**config.mk**
```make
export PLATFORM = sky130hd
export DESIGN_NAME = idu_core_status_ctrl
export DESIGN_NICKNAME = d
export VERILOG_FILES = /design/src/rtl/idu_core_status_ctrl.sv
export SDC_FILE = /design/constraint.sdc
export NUM_CORES = 1
export LEC_CHECK = 0
export ABC_AREA = 1
export CORE_ASPECT_RATIO = 1.5
export CORE_MARGIN = 2
export CORE_UTILIZATION = 35
export CTS_CLUSTER_SIZE = 12
export DETAILED_ROUTE_END_ITERATION = 10
export GPL_ROUTABILITY_DRIVEN = 0
export PLACE_DENSITY_LB_ADDON = 0.2
export SYNTH_ARGS = -nofsm -noshare
export SYNTH_HDL_FRONTEND = slang
export SYNTH_SLANG_ARGS = --single-unit
```
**constraint.sdc**
```tcl
create_clock -name clk -period 1.2 [get_ports clk]
set_input_delay 0.18 -clock clk [delete_from_list [all_inputs] [get_ports clk]]
set_output_delay 0.18 -clock clk [all_outputs]
set_load 0.02 [all_outputs]
```
**src/rtl/idu_core_status_ctrl.sv**
```systemverilog
// Core-status sequencer: gates fetch around flush/exception/WFI, drains, sleeps, traps and restarts.
// Optional sleep-cycle counter is built only when CORE_SLEEP_CNT_EN is defined.
module idu_core_status_ctrl #(
  parameter int EXCEPTION_NUM = 2,
  parameter int DRAIN_CYCLES  = 3,
  parameter int DRAIN_CNT_W   = 2
) (
  input  logic                     clk,
  input  logic                     rst,
  input  logic                     dispatcher_detect_exceptions_wfi,
  input  logic                     iex_idu_bru_flush,
  input  logic                     iex_csr_exception_vld,
  input  logic [EXCEPTION_NUM-1:0] iex_csr_exceptions,
  input  logic                     iex_csr_wfi_vld,
  input  logic                     wakeup_irq,
  input  logic                     trap_restart,
  output logic                     core_running,
  output logic                     instbuffer_clear,
  output logic                     csr_exception_update,
  output logic [EXCEPTION_NUM-1:0] csr_exception_cause,
  output logic                     core_sleep,
  output logic                     core_resume,
  output logic [31:0]              sleep_cycle_cnt
);

  typedef enum logic [2:0] {
    S_RUN    = 3'd0,
    S_PEND   = 3'd1,
    S_DRAIN  = 3'd2,
    S_SLEEP  = 3'd3,
    S_TRAP   = 3'd4,
    S_RESUME = 3'd5
  } state_e;

  localparam logic [DRAIN_CNT_W-1:0] DRAIN_LOAD = DRAIN_CNT_W'(DRAIN_CYCLES - 1);

  state_e                   state_q, state_d;
  logic [DRAIN_CNT_W-1:0]   drain_cnt_q, drain_cnt_d;
  logic                     wake_q, wake_d;
  logic                     upd_q, upd_d;
  logic [EXCEPTION_NUM-1:0] cause_q, cause_d;

  always_ff @(posedge clk) begin
    if (rst) begin
      state_q     <= S_RUN;
      drain_cnt_q <= '0;
      wake_q      <= 1'b0;
      upd_q       <= 1'b0;
      cause_q     <= '0;
    end else begin
      state_q     <= state_d;
      drain_cnt_q <= drain_cnt_d;
      wake_q      <= wake_d;
      upd_q       <= upd_d;
      cause_q     <= cause_d;
    end
  end

  always_comb begin
    state_d     = state_q;
    drain_cnt_d = drain_cnt_q;
    wake_d      = wake_q;
    upd_d       = 1'b0;
    cause_d     = cause_q;
    case (state_q)
      S_RUN: begin
        if (dispatcher_detect_exceptions_wfi) state_d = S_PEND;
      end
      S_PEND: begin
        // Flush wins over exception, exception over WFI; nothing resolved is a spurious detect.
        if (iex_idu_bru_flush) begin
          state_d = S_RUN;
        end else if (iex_csr_exception_vld) begin
          state_d = S_TRAP;
          upd_d   = 1'b1;
          cause_d = iex_csr_exceptions;
        end else if (iex_csr_wfi_vld) begin
          state_d     = S_DRAIN;
          drain_cnt_d = DRAIN_LOAD;
          wake_d      = 1'b0;
        end else begin
          state_d = S_RUN;
        end
      end
      S_DRAIN: begin
        // A wake seen in the final drain cycle counts as well as one latched earlier.
        if (drain_cnt_q == '0) begin
          state_d = (wake_q || wakeup_irq) ? S_RESUME : S_SLEEP;
          wake_d  = 1'b0;
        end else begin
          drain_cnt_d = drain_cnt_q - DRAIN_CNT_W'(1);
          wake_d      = wake_q || wakeup_irq;
        end
      end
      S_SLEEP: begin
        if (wakeup_irq) state_d = S_RESUME;
      end
      S_TRAP: begin
        if (trap_restart) state_d = S_RESUME;
      end
      S_RESUME: state_d = S_RUN;
      default:  state_d = S_RUN;
    endcase
  end

  assign core_running         = (state_q == S_RUN);
  assign instbuffer_clear     = (state_q == S_PEND) || (state_q == S_DRAIN) || (state_q == S_TRAP);
  assign core_sleep           = (state_q == S_SLEEP);
  assign core_resume          = (state_q == S_RESUME);
  assign csr_exception_update = upd_q;
  assign csr_exception_cause  = cause_q;

`ifdef CORE_SLEEP_CNT_EN
  logic [31:0] sleep_cnt_q, sleep_cnt_d;

  always_comb begin
    sleep_cnt_d = sleep_cnt_q;
    if (state_q == S_SLEEP) sleep_cnt_d = sleep_cnt_q + 32'd1;
  end

  always_ff @(posedge clk) begin
    if (rst) sleep_cnt_q <= '0;
    else     sleep_cnt_q <= sleep_cnt_d;
  end

  assign sleep_cycle_cnt = sleep_cnt_q;
`else
  assign sleep_cycle_cnt = 32'd0;
`endif

endmodule

```
==> impl.org, run 1 <==
** Routing
- The routed design has 1520 um of wire.
- After detailed routing, the number of vias per cell comes to 3.99.
- The detail route stage leaves a number of antenna-violating nets equal to 0.
- The detailed router placed 666 vias in this run.
- The detailed router finished its first iteration with 3 violations.
- For this run, design rule violations remaining after detail routing come to 0.
- DRT Pass-1 Iters :: 4
- Post-detailed-route wirelength per cell :: 9.12 um

** Worst setup path
- Startpoint kind of the worst setup timing path :: flip-flop
- Top fanout value on the critical path :: 5
- R2R Path Start :: state_q[1]
- Across all register-to-register paths, the minimum setup slack is 0.01 ns.
- Length in cells of the worst reg-to-reg path :: 9
- Counting both buffers and inverters, the worst setup path holds a total of 2.
- In this run the worst setup path begins at state_q[0].
- CP Depth :: 5
- Top delay family on crit path :: flip-flops
- The largest single stage delay on the critical path is 0.38 ns.
- Cell Chain, Critical Path :: inv_4, nor2_4, nand2_1, o211ai_1, buf_4
- Worst reg2reg endpoint :: state_q[1]
- At the worst endpoint, the arrival time is 1.12 ns.
- Slowest-stage cell, CP :: sky130_fd_sc_hd__dfxtp_4
- Critical path endpoint category :: output port
- Data required time at the worst endpoint :: 1.02 ns
- The worst setup path is of the flip-flop to output port kind.

** Clock network
- Clock Pin Slew Worst Setup and Hold Paths :: 0.06 ns
- Clock Root Buffer :: sky130_fd_sc_hd__clkbuf_4
- TritonCTS built the clock tree.
- Max Root-Sink Buffers :: 2
- Clock insertion delay at the later pin of the skew report :: 0.26 ns
- Clock sink total :: 9
- H-tree depth :: 1
- Total clock buffers created by CTS :: 3
- Number of buffers added to fix hold violations after cts :: 0

** Job
- Across the run, the number of max-cap violations was 0.

** GRT
- The number of global-route vias before repair was 564.
- Grt met3 use :: 2.42%
- In the global route stage, met1 resource usage came out at 11.4%.
- GR Layer Usage met2 :: 21.9%
- met2 is the most crowded layer.
- Grt total ovfl :: 0
- Entering global routing, the biggest net connects 8 pins.
- Initial antenna violation count :: 0
- Global routing consumed, over all layers together, 11.6% of the routing resources.
- The first global-routing pass estimated 2220 um of wire.

** STA
- After layout, the worst setup slack is -0.103 ns.
- For this run, the top clock speed supported by timing is 768 MHz.
- The number of hold violations in the final report is 0.
- RSZ-0062 raised after global routing :: yes
- The clock arrives with 0.00528 ns of skew.
- The number of slew-limit violations in the final report was 0.
- Crit share post-route :: 109%
- Final setup violation count :: 3
- Final critical path time including I/O delays and setup :: 1.30 ns
- In the final timing run, aggregate negative setup slack is -0.203 ns.

** Die
- The floorplan has 20 rows.
- Die height :: 60.1 um
- During I/O placement, the number of pins put on the boundary was 49.
- Starting density of the core :: 36.7%
- Floorplan die area :: 2490 um2
- Die outline width :: 41.4 um
- After floorplanning, the core was sized to cover 2000 um2.

** Layout
- Net count reported at finish :: 157
- From synthesis to final layout, the design area changed by 39.2%.
- Across the whole layout, storage elements account for 193 um2.
- Summing all multi-input logic gate instances after layout gives 435 um2.
- Number of filler cells placed in the layout :: 222
- Antenna Cells :: 0
- The post-route netlist has 33.1% of its cells at a drive strength greater than 1.

** Worst hold path
- End of the worst hold path :: drain_cnt_q[0]
- Counting instances, the worst hold path has a depth of 1.
- The path class of the tightest hold or removal check is flip-flop to flip-flop.
- Source of the worst hold timing path :: drain_cnt_q[0]

** Outcome
- The flow ran to the end, but the final reports show violations.
- The checks that failed: negative setup slack.

** Power and ir drop
- The completed layout was analyzed and its total power is 1.96 mW.
- Reported leakage power :: 0.542 nW
- Peak VDD IR :: 0.820 mV
- For this design the ratio of total power to cell area is 1920 nW/um2.

** Yosys
- Number of storage elements in the synthesis netlist :: 9
- Number of unique standard cell types used by synthesis :: 17
- Summing the sequential cell areas from Yosys gives 24.5% of the chip area.
- Yosys printed 0 warnings.
- Synthesized cell area :: 734 um2
- After synthesis, the mean cell area works out to 6.62 um2.
- Mapped Cells :: 111

** Placement
- Once detailed placement completed, the half-perimeter wirelength came to 1110 um.
- Input and output buffers added on the ports amount to 16.
==> kinds of logic (layout without fill, tap and decap cells) <==
family / Yosys count / count (layout) / share of synthesized area [%]
and+or+nand+nor: 37 / 37 / 22.0
AOI/OAI and AO/OA: 13 / 13 / 9.37
DFF: 9 / 9 / 24.5
buffers and inverters: 50 / 53 / 41.9
other: 1 / 32 / 0.511
adders and majority gates: 1 / 1 / 1.70
==> per-layer routing <==
| layer | vias to the layer above | share of wire, % |
|---|---|---|
| met5 | - | 0 |
| met4 | 0 | 2.4 |
| met3 | 4 | 5.9 |
| met2 | 27 | 56 |
| met1 | 293 | 35 |
| li1 | 342 | - |
==> worst max path at each step <==
stage / slack (ns) / to
2_1_floorplan: 0.01 / state_q[2]
3_3_place_gp: -0.32 / core_resume
3_5_place_dp: -0.35 / instbuffer_clear
4_1_cts: -0.09 / instbuffer_clear
5_1_grt: -0.14 / instbuffer_clear
6_report: -0.10 / instbuffer_clear
==> cell type report <==
| type | instances | area share, % |
|---|---|---|
| Sequential cell | 9 | 18.8 |
| Clock buffer | 4 | 2.57 |
| Multi-Input combinational cell | 83 | 42.6 |
| Timing Repair Buffer | 31 | 26.4 |
| Inverter | 18 | 6.85 |
| Tap cell | 22 | 2.69 |
==> worst reg2reg max path, cell delays in order, from the launching register on <==
cell and delay (ns):
sky130_fd_sc_hd__dfxtp_4 0.37, sky130_fd_sc_hd__inv_2 0.07, sky130_fd_sc_hd__nor2_4 0.04, sky130_fd_sc_hd__buf_4 0.13, sky130_fd_sc_hd__nand3_2 0.10, sky130_fd_sc_hd__nand2_2 0.08
sky130_fd_sc_hd__nor2_4 0.12, sky130_fd_sc_hd__inv_2 0.04, sky130_fd_sc_hd__nor2_1 0.08, sky130_fd_sc_hd__nor2_1 0.04
==> stage by stage <==
step                      std cells  utilization [%]  cell area [um2]  setup slack (ns)  hold slack (ns)
after CTS                       164             46.5              931           -0.0918            0.431
after floorplan                 142                -              851            0.0134            0.249
after global routing            167             51.1             1020            -0.144            0.437
after detailed placement        158             43.6              873            -0.348            0.422
final                           167             51.1             1020            -0.103            0.421
after global placement          158             43.6              873            -0.317            0.414
==> report_power, final <==
part	leakage [nW]	total (mW)	switching, mW	internal (mW)
Combinational	0.451	1.25	0.670	0.581
Sequential	0.0758	0.470	0.0878	0.382
Clock	0.0150	0.237	0.108	0.128
Total	0.542	1.96	0.866	1.09
==> sequential cells by signal (all words and copies together) (netlist names) <==
name                  flops
wake_q                    1
csr_exception_cause       2
drain_cnt_q               2
csr_exception_update      1
state_q                   3
==> synthesized netlist by cell type <==
| cell | number | area, um2 |
|---|---|---|
| sky130_fd_sc_hd__buf_4 | 32 | 240 |
| sky130_fd_sc_hd__nor2_1 | 13 | 48.8 |
| sky130_fd_sc_hd__nand3_1 | 6 | 30.0 |
| sky130_fd_sc_hd__a21oi_1 | 4 | 20.0 |
| sky130_fd_sc_hd__o21ai_0 | 6 | 30.0 |
| sky130_fd_sc_hd__o21ai_1 | 1 | 5.00 |
| sky130_fd_sc_hd__a31oi_1 | 1 | 6.26 |
| sky130_fd_sc_hd__o211ai_1 | 1 | 7.51 |
| sky130_fd_sc_hd__nand3_2 | 1 | 10.0 |
| sky130_fd_sc_hd__inv_1 | 15 | 56.3 |
| sky130_fd_sc_hd__nor2_2 | 3 | 18.8 |
| sky130_fd_sc_hd__conb_1 | 1 | 3.75 |
| sky130_fd_sc_hd__ha_1 | 1 | 12.5 |
| sky130_fd_sc_hd__nor3_1 | 1 | 5.00 |
| sky130_fd_sc_hd__inv_2 | 3 | 11.3 |
| sky130_fd_sc_hd__nand2_1 | 13 | 48.8 |
| sky130_fd_sc_hd__dfxtp_1 | 9 | 180 |
==> repair_timing <==
| action | 4_1_cts | 5_1_grt |
|---|---|---|
| buffers inserted | 2 | 3 |
| setup endpoints to repair | 11 | 8 |
| pin swaps | 3 | 6 |
| gates resized for setup | 36 | 21 |
==> cell usage in the layout, fill, tap and decap left out, drive strengths merged <==
cell	netlist	final
nand3	7	7
o211ai	1	1
nand2	13	13
conb	1	32
a21oi	4	4
clkbuf	0	4
inv	18	18
nor2	16	16
nor3	1	1
o21ai	7	7
ha	1	1
clkdlybuf4s50	0	9
a31oi	1	1
buf	32	19
dlygate4sd2	0	3
dfxtp	9	9
No activity file was read; power rests on OpenSTA's default activity.
==> run 2: changes to the inputs <==
--- a/config.mk
+++ b/config.mk
@@ -8,7 +8,7 @@
 export ABC_AREA = 1
 export CORE_ASPECT_RATIO = 1.5
 export CORE_MARGIN = 2
-export CORE_UTILIZATION = 35
+export CORE_UTILIZATION = 27
 export CTS_CLUSTER_SIZE = 12
 export DETAILED_ROUTE_END_ITERATION = 10
 export GPL_ROUTABILITY_DRIVEN = 0
==> run 2 against run 1 <==
Against the previous run:
- the flow still finishes with violations (negative setup slack)
- fmax grew 4.4%
- clock-buffer cell count unchanged
- routed wire length down 3.1%
- die area increased by 27%
- non-clock buffer count down 5
- critical path type unchanged
- critical endpoint unchanged
- highest routed layer unchanged
==> impl.org, run 2 (same netlist as run 1, synthesis figures left out) <==
** Routing
- Antenna Nets Post-Route :: 0 (unchanged)
- The initial DRC count is 4 (+1).
- Vias :: 653 (-2.0%)
- Wirelength, routed :: 1480 um (-3.1%)
- DRT Pass-1 Iters :: 2 (-2)
- Post-detailed-route wirelength per cell :: 8.34 um (-8.6%)
- The DRC violation count after routing was 0 (unchanged).
- Vias per std cell :: 3.69 (-7.5%)

** Worst setup path
- The worst setup path is launched from a flip-flop.
- Critical path endpoint category :: output port
- Critical path start-end classification :: flip-flop to output port
- Data required time at the worst endpoint :: 1.02 ns (about the same)
- The endpoint arrival time on the critical path came to 1.07 ns (-0.05 ns).
- Top fanout value on the critical path :: 5 (unchanged)

** Die
- The die height is 67.9 um (+13%).
- The placeable core region was 2620 um2 (+31%).
- The site row count is 23 (+15%).
- Starting density of the core :: 28.0% (-8.6 points)
- The die outline width was 46.6 um (+13%).
- The I/O pin total was 49 (unchanged).
- Floorplan die area :: 3160 um2 (+27%)

** Layout
- Number of flip-flops under the largest register name :: 3 (unchanged)
- Commonest non-fill, non-tap cells in the layout :: sky130_fd_sc_hd__conb_1 (32), sky130_fd_sc_hd__nand2_1 (12), sky130_fd_sc_hd__buf_4 (12)
- Cell area after layout :: 958 um2 (-6.2%)
- The final layout net count came to 152 (-3.2%).
- Compared with the post-synthesis result, the final layout area differs by 30.5%.
- Register bank with the most flops :: state_q
- Antenna Cells :: 0 (unchanged)
- The fill cell instance count of the final layout is 305 (+37%).
- Share of final-layout standard cells stronger than drive strength 1 :: 25.0% (-8.1 points)
- Most common library cell in the layout ignoring fill and taps :: sky130_fd_sc_hd__conb_1

** Clock network
- The number of buffers created by CTS came to 3 (unchanged).
- Clock insertion delay at the later pin of the skew report :: 0.23 ns (-0.03 ns)
- The clock sink count came to 9 (unchanged).
- Clock Root Buffer :: sky130_fd_sc_hd__clkbuf_8
- The maximum level of the CTS H-tree came to 1 (unchanged).
- TritonCTS built the clock tree.
- The maximum clock insertion buffer count is 2 (unchanged).
- The clock-pin slew on the worst setup and hold paths was 0.05 ns (about the same).

** STA
- Final setup margin :: -0.0474 ns (+0.0554 ns)
- The final total negative setup slack is -0.0658 ns (+0.137 ns).
- Fin Hold WS :: 0.425 ns (+0.00413 ns)
- The final worst-path cycle share is 104% (-4.6 points).
- FMAX :: 802 MHz (+4.4%)
- Setup repair after global routing could not meet its margin everywhere.
- The final count of negative-setup-slack endpoints was 2 (-1).
- Number of pins with negative max-slew slack in the final report :: 0 (unchanged)
- The worst clock skew on the final layout was 0.00622 ns (+0.000939 ns).
- Final critical path time including I/O delays and setup :: 1.25 ns (-0.0554 ns)
- The number of hold violations in the final report is 0 (unchanged).

** Outcome
- The checks that failed: negative setup slack.
- The run finished, with violations left.

** GRT
- Most used routing layer :: met2
- The maximum number of pins on one net before global-route repair was 8 (unchanged).
- Initial antenna violation count :: 0 (unchanged)
- Grt met3 use :: 1.58% (-0.83 points)
- The total congestion overflow after global routing was 0 (unchanged).
- The total track usage came to 9.69% (-1.9 points).
- Met1 routing resource usage after global routing :: 9.76% (-1.7 points)
- The global-route wire length before repair is 2240 um (+0.63%).
- The number of global-route vias before repair came to 578 (+2.5%).
- GR Layer Usage met2 :: 17.9% (-4.0 points)

** Placement
- The count of input and output buffers was 16 (unchanged).
- Total half-perimeter wirelength after legalization and detailed placement :: 1240 um (+12%)
- Post-DP Area :: 885 um2 (+1.3%)

** Power and ir drop
- The leakage power figure is 0.511 nW (-5.7%).
- Peak VDD IR :: 0.637 mV (-22%)
- The power per cell area was 1880 nW/um2 (-1.9%).

** Worst hold path
- Kind of path behind the tightest hold check :: flip-flop to flip-flop

** Job
- The max-capacitance violation count is 0 (unchanged).
run 2: cell count changes in the layout (fill, tap and decap cells not counted), moves of 3 or more:
cell,change
sky130_fd_sc_hd__nor2_2,+3
sky130_fd_sc_hd__clkbuf_8,+3
sky130_fd_sc_hd__nor2_4,-4
sky130_fd_sc_hd__buf_4,-4
sky130_fd_sc_hd__clkbuf_4,-3
run 2: area by class of cell:
cell class / instances / area, um2 / share of cell area (%)
tap: 37 / 46.3 / 4.83
inverter: 18 / 70.1 / 7.31
sequential: 9 / 189 / 19.7
timing repair buffer: 26 / 223 / 23.2
multi-input combinational: 83 / 385 / 40.2
clock buffer: 4 / 45.0 / 4.70
run 2: final timing paths:
| check | from | end | cells after the start | slack [ns] |
|---|---|---|---|---|
| hold reg to reg | drain_cnt_q[0] | drain_cnt_q[0] | 1 | 0.42 |
| setup reg to reg | state_q[2] | state_q[1] | 8 | 0.04 |
| hold / removal | drain_cnt_q[0] | drain_cnt_q[0] | 1 | 0.42 |
| setup / recovery | state_q[1] | instbuffer_clear | 5 | -0.05 |
run 2: worst max-delay path, stage by stage (launching register included):
cell                       delay [ns]
sky130_fd_sc_hd__dfxtp_4         0.38
sky130_fd_sc_hd__inv_2           0.04
sky130_fd_sc_hd__nor2_2          0.08
sky130_fd_sc_hd__nand2_1         0.08
sky130_fd_sc_hd__o211ai_1        0.08
sky130_fd_sc_hd__buf_4           0.17
run 2: repair_timing:
item,CTS,global route
setup buffers,0,1
gates resized for setup,30,12
hold buffers,0,0
setup endpoints to repair,9,12
pin swaps,1,2
run 2: routing by layer:
metal,vias to the layer above,wire length (um)
li1,333,-
met1,295,509
met2,23,865
met3,2,82
met4,0,19
met5,-,0
run 2: power by group:
group,total [mW],switching [mW],leakage (nW),internal (mW)
Combinational,0.987,0.561,0.413,0.426
Clock,0.354,0.122,0.0228,0.232
Sequential,0.460,0.0806,0.0749,0.380
Total,1.80,0.764,0.511,1.04
run 2: through the flow:
step | setup slack, ns | utilization (%) | cells | power, mW
after CTS | -0.0547 | 35.1 | 176 | 1.70
final | -0.0474 | 36.6 | 177 | 1.80
after global routing | -0.107 | 36.6 | 177 | 1.94
after global placement | -0.325 | 33.8 | 172 | 1.36
after detailed placement | -0.335 | 33.8 | 172 | 1.36
after floorplan | 0.0134 | - | 142 | 1.02
==> run 3: changes to the inputs <==
--- a/config.mk
+++ b/config.mk
@@ -12,7 +12,9 @@
 export CTS_CLUSTER_SIZE = 12
 export DETAILED_ROUTE_END_ITERATION = 10
 export GPL_ROUTABILITY_DRIVEN = 0
+export HOLD_SLACK_MARGIN = 0.02
 export PLACE_DENSITY_LB_ADDON = 0.2
+export SLEW_MARGIN = 0
 export SYNTH_ARGS = -nofsm -noshare
 export SYNTH_HDL_FRONTEND = slang
 export SYNTH_SLANG_ARGS = --single-unit
==> results of run 3 <==
The final DEF is identical to that of run 2; final timing and power are the same.
